`src/rtl/alarm_pkg.sv`:
```
// alarm_pkg: shared definitions for the alarm melody player.
//   - state_e      : FSM state encoding (SNOOZE exists only with ALARM_SNOOZE_EN)
//   - NUM_NOTES    : melody length in notes
//   - HP_*         : note half-periods in clock cycles (0 = rest)
//   - is_active()  : true for states where the melody is sounding
// Configuration macro: ALARM_SNOOZE_EN adds the SNOOZE state.
package alarm_pkg;

    localparam int NUM_NOTES = 16;
    localparam int IDX_W     = 4;
    localparam int HP_W      = 16;
    // Wide enough to count note/gap lengths up to 2^20 cycles without wrapping.
    localparam int TIMER_W   = 21;

`ifdef ALARM_SNOOZE_EN
    typedef enum logic [1:0] {
        ST_IDLE   = 2'd0,
        ST_PLAY   = 2'd1,
        ST_GAP    = 2'd2,
        ST_SNOOZE = 2'd3
    } state_e;
`else
    typedef enum logic [1:0] {
        ST_IDLE = 2'd0,
        ST_PLAY = 2'd1,
        ST_GAP  = 2'd2
    } state_e;
`endif

    localparam logic [HP_W-1:0] HP_REST = 16'd0;
    localparam logic [HP_W-1:0] HP_C    = 16'd3;
    localparam logic [HP_W-1:0] HP_D    = 16'd4;
    localparam logic [HP_W-1:0] HP_E    = 16'd5;
    localparam logic [HP_W-1:0] HP_F    = 16'd6;
    localparam logic [HP_W-1:0] HP_G    = 16'd7;
    localparam logic [HP_W-1:0] HP_A    = 16'd8;

    function automatic logic is_active(input state_e s);
        return (s == ST_PLAY) || (s == ST_GAP);
    endfunction

endpackage

```
`src/rtl/note_rom.sv`:
```
// note_rom: combinational melody table.
//   idx         in  4  melody note index
//   half_period out 16 tone half-period in clock cycles, 0 for a rest
module note_rom
    import alarm_pkg::*;
(
    input  logic [IDX_W-1:0] idx,
    output logic [HP_W-1:0]  half_period
);

    always_comb begin
        half_period = HP_REST;
        case (idx)
            4'd0:  half_period = HP_C;
            4'd1:  half_period = HP_E;
            4'd2:  half_period = HP_G;
            4'd3:  half_period = HP_REST;
            4'd4:  half_period = HP_G;
            4'd5:  half_period = HP_E;
            4'd6:  half_period = HP_C;
            4'd7:  half_period = HP_D;
            4'd8:  half_period = HP_E;
            4'd9:  half_period = HP_F;
            4'd10: half_period = HP_G;
            4'd11: half_period = HP_REST;
            4'd12: half_period = HP_A;
            4'd13: half_period = HP_G;
            4'd14: half_period = HP_E;
            4'd15: half_period = HP_C;
            default: half_period = HP_REST;
        endcase
    end

endmodule

```
`src/rtl/alarm_player.sv`:
```
// alarm_player: plays a 16-note square-wave melody while the alarm rings.
//   newclk   in  1  clock, all logic on its rising edge
//   rst      in  1  synchronous active-high reset
//   do_in    in  1  ring request level ("do"), high while ringing
//   stop     in  1  user stop switch, level-high
//   snooze   in  1  snooze request (only used with ALARM_SNOOZE_EN)
//   buzzer   out 1  square-wave tone
//   playing  out 1  high in PLAY and GAP
//   note_idx out 4  current melody note
//   done     out 1  one-cycle pulse on auto-stop after MAX_LOOPS passes
// Configuration macro: ALARM_SNOOZE_EN enables the SNOOZE state.
module alarm_player
    import alarm_pkg::*;
#(
    parameter int NOTE_TICKS   = 250,
    parameter int GAP_TICKS    = 25,
    parameter int MAX_LOOPS    = 4,
    parameter int SNOOZE_TICKS = 5000
) (
    input  logic             newclk,
    input  logic             rst,
    input  logic             do_in,
    input  logic             stop,
    input  logic             snooze,
    output logic             buzzer,
    output logic             playing,
    output logic [IDX_W-1:0] note_idx,
    output logic             done
);

    localparam int LOOP_W = $clog2(MAX_LOOPS + 1);

    state_e                  state_q, state_d;
    logic                    do_q;
    logic [TIMER_W-1:0]      tick_q, tick_d;
    logic [HP_W-1:0]         tone_q, tone_d;
    logic                    buzzer_q, buzzer_d;
    logic                    playing_q, playing_d;
    logic [IDX_W-1:0]        note_idx_q, note_idx_d;
    logic [LOOP_W-1:0]       loop_q, loop_d;
    logic [LOOP_W-1:0]       loop_next;
    logic                    done_q, done_d;
    logic [HP_W-1:0]         half_period;
    logic                    start;
    logic                    abort;

`ifdef ALARM_SNOOZE_EN
    localparam int SNZ_W = $clog2(SNOOZE_TICKS + 1);
    logic [SNZ_W-1:0]        snz_q, snz_d;
`else
    // The snooze input has no function in this build.
    logic                    snooze_unused;
    assign snooze_unused = snooze;
`endif

    note_rom u_note_rom (
        .idx         (note_idx_q),
        .half_period (half_period)
    );

    // do_q holds last cycle's ring level, so a rising ring edge is a start.
    assign start     = do_in & ~do_q;
    assign abort     = stop | ~do_in;
    assign loop_next = loop_q + LOOP_W'(1);

    // Next-state and output computation; every output is registered below.
    always_comb begin
        state_d    = state_q;
        tick_d     = tick_q;
        tone_d     = tone_q;
        buzzer_d   = buzzer_q;
        note_idx_d = note_idx_q;
        loop_d     = loop_q;
        done_d     = 1'b0;
`ifdef ALARM_SNOOZE_EN
        snz_d      = snz_q;
`endif
        case (state_q)
            ST_IDLE: begin
                // stop asserted together with the ring edge keeps us idle
                if (start && !stop) begin
                    state_d    = ST_PLAY;
                    note_idx_d = '0;
                    loop_d     = '0;
                    tick_d     = '0;
                    tone_d     = '0;
                    buzzer_d   = 1'b0;
                end
            end
            ST_PLAY: begin
                if (abort) begin
                    state_d  = ST_IDLE;
                    buzzer_d = 1'b0;
`ifdef ALARM_SNOOZE_EN
                end else if (snooze) begin
                    state_d  = ST_SNOOZE;
                    buzzer_d = 1'b0;
                    snz_d    = '0;
`endif
                end else if (tick_q == TIMER_W'(NOTE_TICKS - 1)) begin
                    state_d  = ST_GAP;
                    tick_d   = '0;
                    tone_d   = '0;
                    buzzer_d = 1'b0;
                end else begin
                    tick_d = tick_q + TIMER_W'(1);
                    // A rest note keeps the tone generator parked at zero.
                    if (half_period == HP_REST) begin
                        buzzer_d = 1'b0;
                        tone_d   = '0;
                    end else if (tone_q == half_period - HP_W'(1)) begin
                        buzzer_d = ~buzzer_q;
                        tone_d   = '0;
                    end else begin
                        tone_d = tone_q + HP_W'(1);
                    end
                end
            end
            ST_GAP: begin
                if (abort) begin
                    state_d  = ST_IDLE;
                    buzzer_d = 1'b0;
`ifdef ALARM_SNOOZE_EN
                end else if (snooze) begin
                    state_d  = ST_SNOOZE;
                    buzzer_d = 1'b0;
                    snz_d    = '0;
`endif
                end else if (tick_q == TIMER_W'(GAP_TICKS - 1)) begin
                    tick_d   = '0;
                    tone_d   = '0;
                    buzzer_d = 1'b0;
                    if (note_idx_q == IDX_W'(NUM_NOTES - 1)) begin
                        note_idx_d = '0;
                        loop_d     = loop_next;
                        if (loop_next == LOOP_W'(MAX_LOOPS)) begin
                            state_d = ST_IDLE;
                            done_d  = 1'b1;
                        end else begin
                            state_d = ST_PLAY;
                        end
                    end else begin
                        note_idx_d = note_idx_q + IDX_W'(1);
                        state_d    = ST_PLAY;
                    end
                end else begin
                    tick_d = tick_q + TIMER_W'(1);
                end
            end
`ifdef ALARM_SNOOZE_EN
            ST_SNOOZE: begin
                // Snooze restarts the melody from the top but keeps the pass count.
                if (abort) begin
                    state_d = ST_IDLE;
                end else if (snz_q == SNZ_W'(SNOOZE_TICKS - 1)) begin
                    state_d    = ST_PLAY;
                    note_idx_d = '0;
                    tick_d     = '0;
                    tone_d     = '0;
                    buzzer_d   = 1'b0;
                end else begin
                    snz_d = snz_q + SNZ_W'(1);
                end
            end
`endif
            default: begin
                state_d  = ST_IDLE;
                buzzer_d = 1'b0;
            end
        endcase
        playing_d = is_active(state_d);
    end

    // State register; reset overrides every other input.
    always_ff @(posedge newclk) begin
        if (rst) begin
            state_q    <= ST_IDLE;
            do_q       <= 1'b0;
            tick_q     <= '0;
            tone_q     <= '0;
            buzzer_q   <= 1'b0;
            playing_q  <= 1'b0;
            note_idx_q <= '0;
            loop_q     <= '0;
            done_q     <= 1'b0;
`ifdef ALARM_SNOOZE_EN
            snz_q      <= '0;
`endif
        end else begin
            state_q    <= state_d;
            do_q       <= do_in;
            tick_q     <= tick_d;
            tone_q     <= tone_d;
            buzzer_q   <= buzzer_d;
            playing_q  <= playing_d;
            note_idx_q <= note_idx_d;
            loop_q     <= loop_d;
            done_q     <= done_d;
`ifdef ALARM_SNOOZE_EN
            snz_q      <= snz_d;
`endif
        end
    end

    assign buzzer   = buzzer_q;
    assign playing  = playing_q;
    assign note_idx = note_idx_q;
    assign done     = done_q;

endmodule

```
`config.mk`:
```
export PLATFORM = sky130hd
export DESIGN_NAME = alarm_player
export DESIGN_NICKNAME = d
export VERILOG_FILES = /design/src/rtl/alarm_pkg.sv /design/src/rtl/note_rom.sv /design/src/rtl/alarm_player.sv
export SDC_FILE = /design/constraint.sdc
export NUM_CORES = 1
export LEC_CHECK = 0
export ABC_AREA = 1
export CELL_PAD_IN_SITES_DETAIL_PLACEMENT = 0
export CELL_PAD_IN_SITES_GLOBAL_PLACEMENT = 1
export CORE_ASPECT_RATIO = 1.1
export CORE_UTILIZATION = 40
export DETAILED_ROUTE_END_ITERATION = 8
export GPL_ROUTABILITY_DRIVEN = 0
export PLACE_DENSITY_LB_ADDON = 0.3
export SYNTH_ARGS = -nofsm -noshare
export SYNTH_HDL_FRONTEND = slang
export SYNTH_SLANG_ARGS = --single-unit
```
`constraint.sdc`:
```
create_clock -name newclk -period 2.4 [get_ports newclk]
set_input_delay 0.72 -clock newclk [delete_from_list [all_inputs] [get_ports newclk]]
set_output_delay 0.72 -clock newclk [all_outputs]
set_load 0.02 [all_outputs]
```
* After elaboration in Yosys (flattened, before gate mapping)
Memories as Yosys holds them, arrays and structs flattened. A register that Yosys moved wholly into a read port is not among the register bits.
Cells that the tools add are included.
** Word-level totals
- Word-level logic and storage cells :: 95
- Memories kept :: 1
- Output and inout bits :: 7
- Memory bits (read-only) :: 64
- Bits in registers :: 50
** Operators by class
- Equal/unequal tests :: 16
- Bitwise gates (word level) :: 8
- Reductions and logical operators :: 13
- Add/subtract/negate cells :: 5
- Mux-type cells :: 43
** Memory list
- (name not given) :: depth 16, bits a word 4, rd ports 1, clocked after memory_dff 1, write ports 0, RTL line note_rom.sv:13 : case (idx)
** Operators by type and width (count)
- $mux 16 :: 7
- $mux 21 :: 5
- $pmux 21 s3 :: 1
- $pmux 16 s3 :: 1
- $mux 4 :: 6
- $add 21x1->21 const B :: 1
- $eq 21x5->1 const B :: 1
- $eq 21x8->1 const B :: 1
- $add 16x1->16 const B :: 1
- $eq 16x16->1 :: 1
- $logic_not 16->1 :: 1
- $sub 16x1->16 const B :: 1
- $mux 2 :: 6
- $mux 3 :: 4
- $ne 2x2->1 const B :: 5
- $reduce_and 5->1 :: 2
- $mux 1 :: 9
- $pmux 4 s2 :: 1
- $reduce_and 4->1 :: 2
- $not 1->1 :: 6
- $pmux 2 s3 :: 1
- $pmux 3 s2 :: 1
- $ne 5x5->1 const B :: 1
- $reduce_or 5->1 :: 1
- 17 further kinds :: 19

* Logic depth before layout (Yosys ltp)
Gate-level depths: netlist of run 1.
- Depth after elaboration :: 9
- Mapped depth :: 17

* Hierarchy
From an unflattened synthesis of run 1, not the netlist that was laid out.
** Second synthesis, totals
- Cells, all modules :: 612
- Area total of the unflattened synthesis :: 3933.8 µm²
** By module, submodules not included
- alarm_player :: cells each 568, area each 3679.8 µm², instances 1, seq. area each 1001.0 µm²
- note_rom :: cells each 44, area each 254.0 µm², instances 1, seq. area each 0.0 µm²

* Worst setup path after synthesis of run 1
Ideal clock, no wire load.
- Path kind :: in2reg
- From :: input do_in
- To :: register, netlist name u_note_rom.half_period[2]
- Cell stages on the path :: 15
- Setup time :: 0.112 ns
- Buffers on the path :: 0
- Setup slack :: 0.083 ns
- Arrival :: 2.205 ns
- Data required time :: 2.288 ns
- Cells stage by stage :: inv_1 > nor2_1 > nand2_1 > nand2_2 > nand2_1 > inv_2 > nand2_4 > nor2_1 > a21oi_1 > nor2_1 > inv_1 > ha_1 > nand3b_1 > nand3_1 > nand2_1
** Between the ends
- Cells in the longest elaborated chain, start to end :: 6
** Ends and longest elaborated chain
- start, declared :: RTL line alarm_player.sv:22 : input logic do_in,
- $and 1x1->1 / $not 1->1 (equally long branches) :: RTL line alarm_player.sv:62, alarm_player.sv:63
- $logic_and 1x1->1 / $or 1x1->1 (equally long branches) :: RTL line alarm_player.sv:81, alarm_player.sv:63
- $ne 2x2->1 (no line)
- $reduce_and 4->1 (no line) *
- $mux 4 (no line) * (2 in a row)
Every way passes the cells marked *; elsewhere a longest branch is shown, timed or not.
A chain may end at the register's enable or synchronous reset.

* Worst setup path in the final report of run 1
- From :: register note_idx_q[0] (netlist: note_idx[0])
- To :: output note_idx[0]
** RTL lines
- start, declared :: RTL line alarm_player.sv:39 : logic [IDX_W-1:0] note_idx_q, note_idx_d;
- start signal, assigned :: RTL line alarm_player.sv:196 : note_idx_q <= note_idx_d;
- end, declared :: RTL line alarm_player.sv:27 : output logic [IDX_W-1:0] note_idx,
No word-level cell between the ends.

==> results of run 1 <==
where the power goes:
| part | total, mW | internal (mW) | switching [mW] |
|---|---|---|---|
| sequential | 0.924 | 0.910 | 0.0141 |
| combinational | 0.258 | 0.121 | 0.137 |
| clock | 0.617 | 0.313 | 0.304 |
metrics by stage:
stage	instance area [µm²]	utilization, %	instances
2_1_floorplan	3390	-	515
3_3_place_gp	3880	48.0	662
3_5_place_dp	3880	48.0	662
4_1_cts	4000	49.5	672
5_1_grt	4010	49.6	672
6_report	4010	49.6	672
kinds of logic after synthesis:
family | share of synthesized area (%)
AND/OR/NAND/NOR | 41.1
buffers and inverters | 8.89
multiplexers | 0.295
XOR/XNOR | 3.87
flip-flops | 31.9
AO/OA/AOI/OAI | 7.71
adder cells (fa/ha/maj) | 6.27
path summary, 6_finish.rpt:
path	slack (ns)	from	cells past startpoint	endpoint
worst min-delay path	0.47	tick_q[19]	2	tick_q[19]
worst min register to register	0.47	tick_q[19]	2	tick_q[19]
worst max-delay path	0.25	note_idx[0]	1	note_idx[0]
worst max register to register	0.25	tick_q[0]	15	u_note_rom.half_period[2]
registers in the layout, summed over array words and instances, names as in the netlist:
signal / flops
buzzer: 1
note_idx: 4
u_note_rom.half_period: 4
state_q: 2
do_q: 1
done: 1
playing: 1
tone_q: 16
tick_q: 21
loop_q: 3
layer usage:
metal | vias up | track usage, % | part of all wire (%)
met5 | - | 0 | 0
met4 | 0 | 5.93 | 1.5
met3 | 9 | 2.78 | 2.2
met2 | 29 | 32.7 | 48
met1 | 1470 | 22.4 | 48
li1 | 1732 | - | -
cell usage in the layout, fill, tap and decap left out, types with 5 or more instances in the layout:
master,netlist,final
sky130_fd_sc_hd__nor3_1,13,13
sky130_fd_sc_hd__inv_1,58,55
sky130_fd_sc_hd__xor2_1,11,11
sky130_fd_sc_hd__nand3_1,39,39
sky130_fd_sc_hd__nor2_1,87,86
sky130_fd_sc_hd__nand4_1,8,8
sky130_fd_sc_hd__dfxtp_1,54,54
sky130_fd_sc_hd__o21ai_0,14,13
sky130_fd_sc_hd__inv_2,8,11
sky130_fd_sc_hd__clkbuf_8,0,5
sky130_fd_sc_hd__nand2_4,5,5
sky130_fd_sc_hd__buf_4,2,35
sky130_fd_sc_hd__a21oi_1,22,22
sky130_fd_sc_hd__ha_1,17,17
sky130_fd_sc_hd__clkdlybuf4s50_1,0,8
sky130_fd_sc_hd__nand2_1,134,134
cell type report:
cell class | instances | area [µm²]
inverters | 66 | 248
well taps | 108 | 135
repair buffers | 48 | 425
clock buffers | 7 | 76.3
clock inverters | 1 | 30.0
fillers | 865 | 4080
flip-flops and latches | 54 | 1080
multi-input cells | 388 | 2010
synth_stat cells, drive strengths merged:
| cell | count |
|---|---|
| or2 | 2 |
| nor2 | 90 |
| o21ai | 16 |
| xnor2 | 4 |
| mux2i | 1 |
| o211ai | 1 |
| buf | 5 |
| inv | 66 |
| nor3 | 14 |
| ha | 17 |
| xor2 | 11 |
| nand3b | 4 |
| nand3 | 44 |
| o211a | 1 |
| a21oi | 23 |
| dfxtp | 54 |
| clkbuf | 2 |
| o22ai | 3 |
| nand2 | 143 |
| nor3b | 3 |
| a21o | 1 |
| o21bai | 1 |
| nor4 | 1 |
| nand4 | 8 |
repair_timing:
action,4_1_cts,5_1_grt
hold buffers,0,0
setup buffers,2,0
endpoints found under the setup margin,3,3
pin swaps,4,2
resized for setup,4,4
==> results.md, run 1 <==
Timing:
- Setup violations remaining at the end of the flow were counted as 0.
- Adding up every negative setup slack in the final design gives 0 ns.
- The maximum clock skew at final layout is 0.00598 ns.
- The max-slew violation count is 0.
- After layout, the worst setup slack is 0.245 ns.
- The final number of hold-violating endpoints is 0.
- In this run the tightest slew margin relative to its limit is 73.6%.
- Subtracting the final worst setup slack from the clock period gives 2.15 ns.
- Setup repair after global routing left no endpoint under its margin.
- Across all hold checks on the routed design, the worst slack comes to 0.469 ns.
- At the pin with the least slew margin, the transition time is 0.395 ns.
- The ratio of final minimum period to clock period is 89.8%.
- The highest achievable clock rate is 464 MHz.

Die:
- The region available for standard cell placement spans 0.00808 mm².
- Measured along the x axis, the die boundary spans 89.8 µm.
- The die footprint is 0.00885 mm².
- The vertical die dimension is 98.6 µm.
- After floorplanning, the core was divided into 34 placement rows.
- Once the floorplan was initialized, standard cells occupied 42.0% of the core.
- The top-level I/O count is 12.

Synth:
- The synthesized netlist contains 39 unique library cells.
- The flip-flop and latch count after synthesis is 54.
- The combined area of all synthesized cells is 0.00339 mm².
- The register area share after synthesis is 31.9%.
- Synthesis handed over a netlist of 515 instances.
- A synthesized cell averages 6.59 µm².
- The area share of the leading cell type in the synthesized netlist is 31.9%.
- The total nets after synthesis is 537.
- The synthesized design spends more area on one cell type than any other, namely sky130_fd_sc_hd__dfxtp_1.
- The number of warnings reported in the yosys synthesis log is 0.
- By area the synthesized netlist is led by sky130_fd_sc_hd__dfxtp_1 (32%), sky130_fd_sc_hd__nand2_1 (15%), sky130_fd_sc_hd__nor2_1 (9.6%), sky130_fd_sc_hd__inv_1 (6.4%), sky130_fd_sc_hd__ha_1 (6.3%).

Detailed routing:
- Across all layers, the routed design uses 3240 vias.
- The average wire per standard cell is 11.2 µm.
- In the routed layout, each cell is associated on average with a via count of 4.82.
- The detailed-route DRC error count is 0.
- The first-pass iteration count of the detailed router is 4.
- The post-route antenna net violation count is 0.
- The final layout contains routed wiring with a total length of 7.50 mm.
- The detailed router's first-iteration violation count is 112.

Cells and area:
- The area added between synthesis and finish is 18.1%.
- The final layout net count is 585.
- The final antenna diode count is 0.
- The share of cells above drive strength 1 is 13.7%.

Hold path:
- The worst hold path belongs to the class flip-flop to flip-flop.

CTS:
- The buffer cell driving the clock tree root is sky130_fd_sc_hd__clkbuf_8.
- The longest clock path from root to sink contains 2 buffers.
- TritonCTS built the clock tree.
- The clock buffer count from CTS is 5.
- The clock edge transition at the registers on the reported setup and hold paths is 0.10 ns.
- The source-to-sink clock delay at the later pin of the worst-skew pair is 0.31 ns.
- The count of H-tree levels built during CTS is 2.
- The total number of clock tree sinks is 54.

Setup path:
- Walking the worst path, the cells encountered are clkdlybuf4s50_1.
- The kind of start point of the critical path is a flip-flop.
- For the worst setup path, the data arrival time is 1.43 ns.
- For this run, the slowest stage of the critical path takes 0.65 ns.
- The category of the worst setup path capture point is an output port.
- The number of buffers and inverters on the critical path is 1.
- The family with the most delay on the worst path is buffers and inverters.
- The class of the most critical setup path is flip-flop to output port.
- The required time at the endpoint of the critical path is 1.68 ns.
- Along the worst path, the maximum fanout reaches 7.
- The slowest library cell on the worst path is sky130_fd_sc_hd__clkdlybuf4s50_1.

Global routing:
- The via count of the first global-routing pass is 3046.
- The number of antenna violations at the first check in global routing was 0.
- The global-route wire length before repair is 13.3 mm.
- For this run the aggregate overflow at the end of global routing stands at 0.
- The maximum number of pins on one net before global-route repair is 16.
- The combined global-route utilization of all metal layers is 18.3%.

Outcome:
- The flow ran to the end, and the final reports show no timing, DRC or antenna violations.

Place:
- The post-place setup slack is -0.430 ns.
- The HPWL after detailed placement is 5.94 mm.
- The number of buffer cells added on primary ports is 10.

Power:
- The maximum vdd drop is 0.255 mV.
- For this design the ratio of total power to cell area is 449 mW/mm².
- The total power consumption of the routed design is 1.80 mW.
- The static leakage power is 1.70 nW.

Flow run:
- The tool flagged a number of max-cap violations equal to 0.
Note: power is estimated with default switching activity, not from simulation.
==> inputs of run 2 (changes only) <==
--- a/config.mk
+++ b/config.mk
@@ -13,6 +13,7 @@
 export DETAILED_ROUTE_END_ITERATION = 8
 export GPL_ROUTABILITY_DRIVEN = 0
 export PLACE_DENSITY_LB_ADDON = 0.3
+export SLEW_MARGIN = 20
 export SYNTH_ARGS = -nofsm -noshare
 export SYNTH_HDL_FRONTEND = slang
 export SYNTH_SLANG_ARGS = --single-unit
==> results of run 2 <==
The final DEF is identical to that of run 1; final timing and power are the same.
==> inputs of run 3 (changes only) <==
--- a/config.mk
+++ b/config.mk
@@ -10,6 +10,7 @@
 export CELL_PAD_IN_SITES_GLOBAL_PLACEMENT = 1
 export CORE_ASPECT_RATIO = 1.1
 export CORE_UTILIZATION = 40
+export CTS_CLUSTER_DIAMETER = 150
 export DETAILED_ROUTE_END_ITERATION = 8
 export GPL_ROUTABILITY_DRIVEN = 0
 export PLACE_DENSITY_LB_ADDON = 0.3
==> results of run 3 <==
The final DEF is identical to that of run 1; final timing and power are the same.
==> edit 1: new RTL, flow settings as in run 1 <==
Make the reset (`rst`) asynchronous in one clocked block. Comments in the files are not updated.
--- a/src/rtl/alarm_player.sv
+++ b/src/rtl/alarm_player.sv
@@ -172,7 +172,7 @@
     end
 
     // State register; reset overrides every other input.
-    always_ff @(posedge newclk) begin
+    always_ff @(posedge newclk or posedge rst) begin
         if (rst) begin
             state_q    <= ST_IDLE;
             do_q       <= 1'b0;
Behaviour: differs if rst is asserted again (counterexample within 4 cycles, from zero or initial values and one cycle with rst high); with rst held inactive, the same outputs for 10 cycles.
==> edit 1 against run 1 <==
  * The run now ends with setup timing left
  * Sequential cell count decreased by 4
  * Synthesized area increased by 6.9%
  * Critical path depth increased by 18
  * Maximum frequency decreased by 16%
  * First-iteration DRC count decreased by 19%
  * Count of clock-buffer cells in the layout decreased by 1
  * Routed wire length increased by 9.5%
  * Worst setup slack got worse by 420 ps
  * Non-clock buffer count increased by 7
  * Cell area increased by 11%
  * Worst hold slack improved by 70 ps
  * Global-route usage increased by 0.41 points
  * Highest routed layer unchanged
Power is not compared: it rests on default switching activity, and its combinational part moved more than twofold at a synthesized area within 25%.
==> edit 1: results <==
sta:
  fin_tns_setup_ps: -2120
  fin_ws_ps: -173
  fin_skew_ps: 14.6
  finalSetupViolCount: 17
  whs_ps: 539
  slew_headroom: 0.732
yosys:
  syn_avg_cell_area_um2: 7.55
  synth-compound-area-share: 0.0908
  synth_area_leaders: "dfrtp_1 35%, nand2_1 11%, ha_1 6.6%"
  syn-instance-count: 480
  synthArstFlopShare: 1.00
  ys_types: 42
  ys_seq_area_frac: 0.345
  ys_ff_latch: 50
  synth.net_count: 504
  synth-xor-area-share: 0.0411
  synthMuxAreaShare: 0
grt:
  grt_max_degree: 19
  grt_pass1_vias: 3174
  grt_usage: 0.187
  grt_first_pass_wirelength_um: 14000
hold_path:
  min_delay_worst_endpoint: "tick_q[4]"
  hold_start: "tick_q[4]"
  hold-path-cell-count: 1
placement:
  hpwlAfterDp_um: 6380
  placed_cells: 639
  place_ws_ps: -242
  post_dp_cell_area_mm2: 0.00421
cells_and_area:
  multi_input_area_share: 0.498
  seq_area_mm2: 0.00126
  bufAreaShareNonClock: 0.0989
  fin_cells: 650
  fin_nets: 560
  inverters: 75
  fill_cells: 926
  multi_input_gates: 349
  buffers: 55
  multi_input_area_mm2: 0.00222
  clockNetworkAreaShare: 0.0252
setup_path:
  r2r_cells: 19
  r2r-start: "note_idx[1]"
  crit_fanout: 5
  r2r-end: "tone_q[6]"
  path_delay_family: "simple AND/OR/NAND/NOR gates"
  slowest_stage: "dfrtp_2"
  worstSetupPathType: "reg2reg"
  arrival_ps: 2800
  cpPeakStageDelay_ps: 450
drt:
  wl_per_cell_um: 12.6
  vias_per_cell: 4.91
  drt_iter0_markers: 91
clock_network:
  post_cts.repair.setup_buffers: 3
  cts_resized: 16
run_status:
  violations: "setup timing"
  status: "complete, but fails checks"
edit 1: cell count changes after synthesis, moves of 4 or more:
cell      change
dfrtp_1      +50
nor2_1       -39
xor2_1        +4
nor2_4        +6
o21ai_1       +4
inv_2         +6
nand2_1      -26
a21oi_1      -11
nand3b_1      -4
dfxtp_1      -54
o22ai_2       +7
nor2_2        +7
edit 1: layer usage:
| layer | GRT usage | part of all wire |
|---|---|---|
| met5 | 0 | 0 |
| met1 | 0.220 | 0.43 |
| met4 | 0.0580 | 0.020 |
| met2 | 0.351 | 0.54 |
| met3 | 0.0260 | 0.016 |
edit 1: power by group through the flow:
stage / Combinational (W) / Clock, W / Sequential, W
6_report: 0.000908 / 0.000621 / 0.000958
5_1_grt: 0.00102 / 0.000680 / 0.000966
3_5_place_dp: 0.000862 / 0 / 0.000975
4_1_cts: 0.000911 / 0.000642 / 0.000959
2_1_floorplan: 0.000543 / 0 / 0.000975
3_3_place_gp: 0.000856 / 0 / 0.000971
==> edit 2: new RTL, flow settings as in run 1 <==
Made on the original files. Change the parameter `MAX_LOOPS` from 4 to 8.
--- a/src/rtl/alarm_player.sv
+++ b/src/rtl/alarm_player.sv
@@ -14,7 +14,7 @@
 #(
     parameter int NOTE_TICKS   = 250,
     parameter int GAP_TICKS    = 25,
-    parameter int MAX_LOOPS    = 4,
+    parameter int MAX_LOOPS    = 8,
     parameter int SNOOZE_TICKS = 5000
 ) (
     input  logic             newclk,
Check against the original RTL: no difference found for any inputs over 10 cycles, from zero or initial values and one cycle with rst high; that may be too few to reach the edited logic, so the function may still have changed.
==> edit 2 against run 1 <==
  * Sequential cell count grew 1
  * Clock skew increased by 6.0 ps
  * Maximum frequency is 0.28% lower
  * Cell area grew 5.2%
  * Synthesized area is 7.5% higher
  * Worst setup slack worse by 6.2 ps
  * Die area grew 7.3%
  * Routed wire length increased by 8.5%
  * Utilization decreased by 2.0 points
  * Power is 0.53% higher
  * Clock power down 13%
  * Worst hold slack gained 18 ps
  * Via count is 4.1% higher
==> edit 2: results <==
power:
  p_per_area_mw_per_mm2: 429
  vdd_ir_drop_max_mv: 0.215
  seqPwrFrac: 0.523
  powerClk_w: 0.000535
  switchingPower_w: 0.000514
  p_leak_nw: 1.82
drt:
  drt_iter0_markers: 124
  vias_per_cell: 4.83
  dr_wl_met3_um: 165
  vias: 3372
  routed-wl-met2_um: 4060
  wl_met1_um: 3840
  totalWireLength_um: 8140
yosys:
  synth.net_count: 563
  ys_types: 45
  synth-xor-area-share: 0.0384
  synthMuxAreaShare: 0.00275
  synth_area_leaders: "dfxtp_1 30%, nand2_1 12%, nor2_1 8.7%"
  synthAdderAreaFrac: 0.0584
  synth-compound-area-share: 0.0793
  yosys_warnings: 0
  ys_seq_area_frac: 0.302
  syn-instance-count: 541
  netlist_top_cells_count: "118 x nand2_1, 84 x nor2_1, 72 x inv_1"
sta:
  post-route-min-period_ps: 2160
  slew_headroom: 0.572
  fin_skew_ps: 12.0
  whs_ps: 488
hold_path:
  hold-path-cell-count: 2
  min_delay_worst_endpoint: "tick_q[18]"
  hold_start: "tick_q[18]"
  min_path_type: "reg2reg"
cells_and_area:
  drive_gt1_frac: 0.159
  fin_nets: 606
grt:
  grt_first_pass_wirelength_um: 14300
  met3_usage: 0.0246
  grt_usage: 0.187
  grt_use_met2: 0.343
  gr-usage-met1: 0.233
  grt_pass1_vias: 3188
  grt_max_degree: 18
setup_path:
  crit_end: "u_note_rom.half_period[2]"
  r2r_cells: 16
  crit_fanout: 4
  cpPeakStageDelay_ps: 380
  arrival_ps: 2420
  slowest_stage: "dfxtp_1"
  rrSetupSlack_ps: 240
  r2r-start: "state_q[0]"
  path_delay_family: "simple AND/OR/NAND/NOR gates"
placement:
  placed_cells: 689
  post_dp_cell_area_mm2: 0.00409
clock_network:
  cts-buffers-inserted: 5
  cts_resized: 7
run_status:
  status: "complete, no violations"
## edit 2: cell types whose count changed after synthesis, moves of 4 or more
cell / run 1 / this run
nand2_2: 4 / 11
nand3_1: 39 / 43
inv_2: 8 / 4
inv_1: 58 / 72
nand2_1: 134 / 118
a21oi_1: 22 / 17
nor2_2: 2 / 11
nand4_1: 8 / 14
## edit 2: kinds of logic after synthesis
family	count (synthesis)
AO/OA/AOI/OAI	46
XOR/XNOR	16
flip-flops	55
multiplexers	1
adder cells (fa/ha/maj)	17
buffers and inverters	84
AND/OR/NAND/NOR	322
## edit 2: layout make-up
type / count / area [um^2]
Fill cell: 938 / 4660
Sequential cell: 55 / 1100
Timing Repair Buffer: 41 / 355
Tap cell: 114 / 143
Clock buffer: 6 / 82.6
Multi-Input combinational cell: 402 / 2220
Clock inverter: 1 / 5.00
Inverter: 79 / 307
